[config.mk]
export PLATFORM = sky130hd
export DESIGN_NAME = ahb_spi_byte_engine
export DESIGN_NICKNAME = d
export VERILOG_FILES = /design/src/rtl/ahb_spi_byte_engine.sv
export SDC_FILE = /design/constraint.sdc
export NUM_CORES = 1
export LEC_CHECK = 0
export ABC_AREA = 1
export CAP_MARGIN = 20
export CORE_MARGIN = 3
export CORE_UTILIZATION = 39
export CTS_CLUSTER_SIZE = 24
export DETAILED_ROUTE_END_ITERATION = 7
export GPL_TIMING_DRIVEN = 0
export HOLD_SLACK_MARGIN = 0.1
export PLACE_DENSITY = 0.76
export REMOVE_ABC_BUFFERS = 1
export SKIP_CTS_REPAIR_TIMING = 1
export SLEW_MARGIN = 25
export SYNTH_ARGS = -nofsm -noshare
export SYNTH_HDL_FRONTEND = slang
export SYNTH_SLANG_ARGS = --single-unit
[constraint.sdc]
create_clock -name HCLK -period 1.45 [get_ports HCLK]
set_input_delay 0.2175 -clock HCLK [delete_from_list [all_inputs] [get_ports HCLK]]
set_output_delay 0.2175 -clock HCLK [all_outputs]
set_load 0.01 [all_outputs]
[src/rtl/ahb_spi_byte_engine.sv]
// ahb_spi_byte_engine: AHB-Lite slave that moves one SPI byte per DATA write.
// The flash pins are driven directly in single-bit SPI mode 0, MSB first.
//   HCLK/HRESETn        clock, async active-low reset
//   HSEL..HWDATA        AHB-Lite slave inputs (only HADDR[4:2] decoded)
//   HREADYOUT/HRDATA    AHB-Lite slave response
//   fm_sck/fm_ce_n      SPI clock and chip enable
//   fm_dout/fm_douten   [0]=MOSI; output enable follows CS
//   fm_din              [1]=MISO
// Registers: 0x00 CTRL[0]=CS, 0x04 DATA, 0x08 STATUS{DONE,BUSY}, 0x0C DIV, 0x10 MAGIC.
module ahb_spi_byte_engine #(
   parameter logic [7:0]  DIV_DEFAULT = 8'd0,
   parameter logic [31:0] MAGIC       = 32'hB5E1_0001
) (
   input  logic        HCLK,
   input  logic        HRESETn,
   input  logic        HSEL,
   input  logic [31:0] HADDR,
   input  logic [1:0]  HTRANS,
   input  logic        HWRITE,
   input  logic [2:0]  HSIZE,
   input  logic        HREADY,
   input  logic [31:0] HWDATA,
   output logic        HREADYOUT,
   output logic [31:0] HRDATA,
   output logic        fm_sck,
   output logic        fm_ce_n,
   output logic [3:0]  fm_dout,
   output logic [3:0]  fm_douten,
   input  logic [3:0]  fm_din
);

   localparam logic [2:0] A_CTRL  = 3'd0;
   localparam logic [2:0] A_DATA  = 3'd1;
   localparam logic [2:0] A_STAT  = 3'd2;
   localparam logic [2:0] A_DIV   = 3'd3;
   localparam logic [2:0] A_MAGIC = 3'd4;

   typedef enum logic [1:0] {S_IDLE, S_LOW, S_HIGH} state_t;

   state_t     state_q, state_n;
   logic       dp_vld, dp_wr;
   logic [2:0] dp_addr;
   logic       cs_q, done_q, sck_q;
   logic [7:0] div_q, rx_q, tx_q, rx_sh, divcnt_q;
   logic [2:0] bitcnt_q;
   logic       busy, wr_cmt, data_wr, data_rd, stall;
   logic       half_done, rise, shift_out, finish;

   logic unused_bits;
   assign unused_bits = ^{HSIZE, HADDR[31:5], HADDR[1:0], HTRANS[0], fm_din[3:2], fm_din[0]};

   // Address phase capture; held while the bus is stalled.
   always_ff @(posedge HCLK or negedge HRESETn) begin
      if (!HRESETn) begin
         dp_vld  <= 1'b0;
         dp_wr   <= 1'b0;
         dp_addr <= '0;
      end else if (HREADY) begin
         dp_vld  <= HSEL & HTRANS[1];
         dp_wr   <= HWRITE;
         dp_addr <= HADDR[4:2];
      end
   end

   assign busy    = (state_q != S_IDLE);
   // Writes that could disturb a running byte wait for it to finish.
   assign stall   = dp_vld & dp_wr & busy &
                    ((dp_addr == A_CTRL) | (dp_addr == A_DATA) | (dp_addr == A_DIV));
   assign wr_cmt  = dp_vld & dp_wr & ~busy;
   assign data_wr = wr_cmt & (dp_addr == A_DATA);
   assign data_rd = dp_vld & ~dp_wr & (dp_addr == A_DATA);
   assign HREADYOUT = ~stall;

   always_comb begin
      HRDATA = '0;
      case (dp_addr)
         A_CTRL:  HRDATA = {31'd0, cs_q};
         A_DATA:  HRDATA = {24'd0, rx_q};
         A_STAT:  HRDATA = {30'd0, done_q, busy};
         A_DIV:   HRDATA = {24'd0, div_q};
         A_MAGIC: HRDATA = MAGIC;
         default: HRDATA = '0;
      endcase
   end

   // Shifter FSM: LOW and HIGH each last DIV+1 cycles, eight bits per byte.
   always_ff @(posedge HCLK or negedge HRESETn) begin
      if (!HRESETn) state_q <= S_IDLE;
      else          state_q <= state_n;
   end

   always_comb begin
      state_n   = state_q;
      half_done = (divcnt_q == div_q);
      rise      = 1'b0;
      shift_out = 1'b0;
      finish    = 1'b0;
      case (state_q)
         S_IDLE: if (data_wr) state_n = S_LOW;
         S_LOW:  if (half_done) begin
                    state_n = S_HIGH;
                    rise    = 1'b1;
                 end
         S_HIGH: if (half_done) begin
                    if (bitcnt_q == 3'd0) begin
                       state_n = S_IDLE;
                       finish  = 1'b1;
                    end else begin
                       state_n   = S_LOW;
                       shift_out = 1'b1;
                    end
                 end
         default: state_n = S_IDLE;
      endcase
   end

   always_ff @(posedge HCLK or negedge HRESETn) begin
      if (!HRESETn) begin
         cs_q     <= 1'b0;
         div_q    <= DIV_DEFAULT;
         rx_q     <= '0;
         done_q   <= 1'b0;
         tx_q     <= '0;
         rx_sh    <= '0;
         divcnt_q <= '0;
         bitcnt_q <= '0;
         sck_q    <= 1'b0;
      end else begin
         if (wr_cmt && dp_addr == A_CTRL) cs_q  <= HWDATA[0];
         if (wr_cmt && dp_addr == A_DIV)  div_q <= HWDATA[7:0];

         if (state_q == S_IDLE || half_done) divcnt_q <= '0;
         else                                divcnt_q <= divcnt_q + 8'd1;

         if (data_wr) begin
            tx_q     <= HWDATA[7:0];   // MOSI = tx_q[7], so bit 7 goes out at once
            bitcnt_q <= 3'd7;
         end
         if (rise) begin
            sck_q <= 1'b1;
            rx_sh <= {rx_sh[6:0], fm_din[1]};
         end
         if (shift_out) begin
            sck_q    <= 1'b0;
            tx_q     <= {tx_q[6:0], 1'b0};
            bitcnt_q <= bitcnt_q - 3'd1;
         end
         if (finish) begin
            sck_q <= 1'b0;             // tx_q not shifted, so the last bit stays on MOSI
            rx_q  <= rx_sh;
         end

         // Completion beats a simultaneous DATA read clear.
         if (finish)       done_q <= 1'b1;
         else if (data_rd) done_q <= 1'b0;
      end
   end

   assign fm_sck    = sck_q;
   assign fm_ce_n   = ~cs_q;
   assign fm_dout   = {3'b000, tx_q[7]};
   assign fm_douten = {3'b000, cs_q};

endmodule

==> results.py <==
metrics = {
    "outcome": {
        "run_status": "finished, violations left",
        "failed_checks": "negative setup slack",
    },
    "global_routing": {
        "antenna_found_initial": 0,
        "grt_max_degree": 54,
        "grt-ovfl-total": 0,
        "vias_in_the_first_global_route": 2134,
        "grt_first_pass_wirelength_um": 10100,
        "total_track_usage_pct": 14.6,
    },
    "job": {
        "cap_viol_max_count": 0,
    },
    "clock_tree": {
        "cts_htree_levels": 2,
        "clock-root-buffer": "sky130_fd_sc_hd__clkbuf_8",
        "cts_buffer_depth": 2,
        "cts_made_buffers": 5,
        "tritoncts": "built",
        "clock_latency_ns": 0.31,
        "clock-sinks": 53,
        "cts.clk_slew.worst_paths_ns": 0.10,
    },
    "floorplanning": {
        "core_area_mm2": 0.00733,
        "die_width_um": 93.5,
        "start_util_pct": 40.8,
        "ioPinCount": 121,
        "fp.dieArea_mm2": 0.00875,
        "fp.dieH_um": 93.5,
        "fp-row-count": 31,
    },
    "sta": {
        "finClkSkew_ns": 0.00566,
        "max_slew.worst_pin.slew_ns": 0.664,
        "finalCritPeriodShare_pct": 126,
        "finalHoldViolations": 0,
        "fmax_mhz": 546,
        "slew_headroom_pct": 55.7,
        "maxSlewViolCount": 0,
        "setup_viol": 50,
        "post_layout_worst_setup_margin_ns": -0.383,
        "shortest_clock_period_the_worst_path_allows_after_layout_ns": 1.83,
        "setup_repair_after_global_routing_missed_its_margin": "yes",
        "finalHoldWorstSlack_ns": 0.433,
    },
    "logic_synthesis": {
        "ys_top_cells_by_count": "107 x sky130_fd_sc_hd__nand2_1, 53 x sky130_fd_sc_hd__dfrtp_1, 33 x sky130_fd_sc_hd__buf_4",
        "syn_area_mm2": 0.00299,
        "dominant_cells_by_area_after_synthesis": "sky130_fd_sc_hd__dfrtp_1 44%, sky130_fd_sc_hd__nand2_1 13%, sky130_fd_sc_hd__buf_4 8.3%",
        "yosys.cell_count.top_type": "sky130_fd_sc_hd__nand2_1",
        "synth_largest_type_area_fraction_pct": 44.4,
        "post_synth_xor_area_fraction_pct": 1.76,
        "synth_enable_flop_cells": 0,
        "fraction_of_the_yosys_area_taken_by_sequential_cells_pct": 44.4,
        "ys_seq_elements": 53,
        "synth_top_cell_by_area": "sky130_fd_sc_hd__dfrtp_1",
        "synthesis.yosys.warnings": 0,
        "post_synth_num_cell_types": 33,
        "synth_compound_gate_area_share_pct": 5.95,
        "synth_fa_ha_area_share_pct": 1.26,
        "syn-instance-count": 360,
        "postSynth.asyncResetShare_pct": 100,
        "synth-simple-area-share_pct": 31.7,
        "main_combinational_cell_family_by_area_after_synthesis": "simple AND/OR/NAND/NOR gates",
        "post_synth.cell_area_avg_um2": 8.30,
        "synthFlopType": "sky130_fd_sc_hd__dfrtp_1",
        "synthMuxAreaShare_pct": 0,
    },
    "final_layout": {
        "finish.instance_area_mm2": 0.00395,
        "stdcell_count": 515,
        "design.final.nets": 496,
        "post_route_cells_drive_above_1_share_pct": 33.4,
        "antennaDiodeCount": 0,
        "flow.area_growth_from_synthesis_pct": 32.0,
    },
    "critical_path": {
        "kind_of_critical_path": "reg -> out",
        "worst_ep_required_time_ns": 1.23,
        "startpoint": "dp_addr[1]",
        "crit_path_cell_trace": "buf_6 -> nor3_4 -> buf_12 -> nand2_1 -> o21ai_0 -> buf_2",
        "cp-start-kind": "flip-flop",
        "cp_max_fo": 10,
        "crit_slowest_cell": "sky130_fd_sc_hd__dfrtp_2",
        "cpPeakStageDelay_ns": 0.43,
        "critPathBufInv": 3,
        "critical_path.reg2reg.startpoint": "divcnt_q[4]",
        "end_kind": "output pin",
        "critical-path-top-delay-family": "buffers and inverters",
        "worst-endpoint-arrival_ns": 1.62,
    },
    "power_and_ir_drop": {
        "static-leakage-power_nw": 2.12,
        "power_density_mw_per_mm2": 1130,
        "ir_worst_vdd_mv": 0.399,
    },
    "placement": {
        "dp_hpwl_um": 4570,
        "quantity_of_i_o_buffers_inserted_on_ports": 39,
        "gp_congestion": 0.827,
        "dpl-instance-area_mm2": 0.00327,
        "post-place-cells": 479,
    },
    "route": {
        "pre_antenna_drt_iters": 5,
        "drt-wirelength-per-cell_um": 14.2,
        "ant_nets": 0,
        "finalWirelength_um": 7340,
        "vias_per_cell": 4.91,
        "via_count": 2531,
        "drt_iter0_drc": 180,
        "remaining_drc_errors": 0,
    },
    "min_path": {
        "timing.hold.worst.start": "fm_din[1]",
        "min-delay-path-class": "in -> reg",
    },
}
==> final timing paths <==
check	to	slack [ns]	cells past startpoint
max	HRDATA[7]	-0.38	6
min	rx_sh[0]	0.43	3
max reg2reg	rx_sh[4]	-0.24	10
min reg2reg	bitcnt_q[0]	0.49	2
max in group asynchronous	dp_addr[2]	0.50	2
min in group asynchronous	dp_addr[1]	0.48	2
==> cell type report <==
class                   count  area [um2]
flip-flops and latches     53        1330
clock inverters             3        46.3
inverters                  38         155
repair buffers             62         602
fillers                   599        3390
well taps                  99         124
multi-input cells         255        1620
clock buffers               5        68.8
==> tightest hold or removal path, cell delays in order <==
cell,delay (ns)
sky130_fd_sc_hd__clkdlybuf4s50_1,0.39
sky130_fd_sc_hd__nand2_1,0.06
sky130_fd_sc_hd__nand2_1,0.04
==> metal layers <==
layer	GRT usage, %	share of wire, %
met1	17.8	40
met4	3.85	2.0
met5	0	0
met2	25.8	55
met3	3.38	3.6
==> power breakdown <==
group          internal [mW]  switching [mW]  total, mW
Clock                  0.517           0.507       1.02
Combinational          0.610           0.865       1.47
Sequential              1.75           0.229       1.97
Total                   2.87            1.60       4.47
==> cells by family (layout without fill, tap and decap cells) <==
logic type               after synthesis  count (layout)
adder cells (fa/ha/maj)                3               3
flip-flops                            53              53
AO/OA/AOI/OAI                         27              27
other                                  1              21
XOR/XNOR                               6               6
AND/OR/NAND/NOR                      193             198
buffers and inverters                 77             108
==> registers in the layout, summed over array words and instances (netlist names) <==
signal    count
fm_sck        1
dp_vld        1
bitcnt_q      3
cs_q          1
divcnt_q      8
dp_wr         1
done_q        1
div_q         8
rx_sh         8
rx_q          8
state_q       2
dp_addr       3
tx_q          8
==> stage by stage <==
stage,power [mW],setup TNS [ns],setup slack (ns),utilization [%]
final,4.47,-8.39,-0.383,53.8
after global routing,4.76,-13.05,-0.458,53.8
after CTS,4.13,-36.16,-0.959,46.2
after detailed placement,3.13,-28.55,-0.672,44.6
after global placement,3.07,-101.81,-1.42,44.7
after floorplan,2.70,-9.42,-0.709,-
==> placed cells by master (no fill, tap or decap), types with 11 or more instances in the layout <==
cell,netlist,routed
sky130_fd_sc_hd__nor2_4,0,11
sky130_fd_sc_hd__inv_1,31,25
sky130_fd_sc_hd__nand3_2,16,27
sky130_fd_sc_hd__clkdlybuf4s50_1,0,16
sky130_fd_sc_hd__dlymetal6s2s_1,0,13
sky130_fd_sc_hd__dfrtp_1,53,48
sky130_fd_sc_hd__nand2_1,107,93
sky130_fd_sc_hd__nor2_1,22,14
sky130_fd_sc_hd__nand2_2,2,12
sky130_fd_sc_hd__buf_4,33,14
sky130_fd_sc_hd__conb_1,1,21
Note: power is estimated with default switching activity, not from simulation.
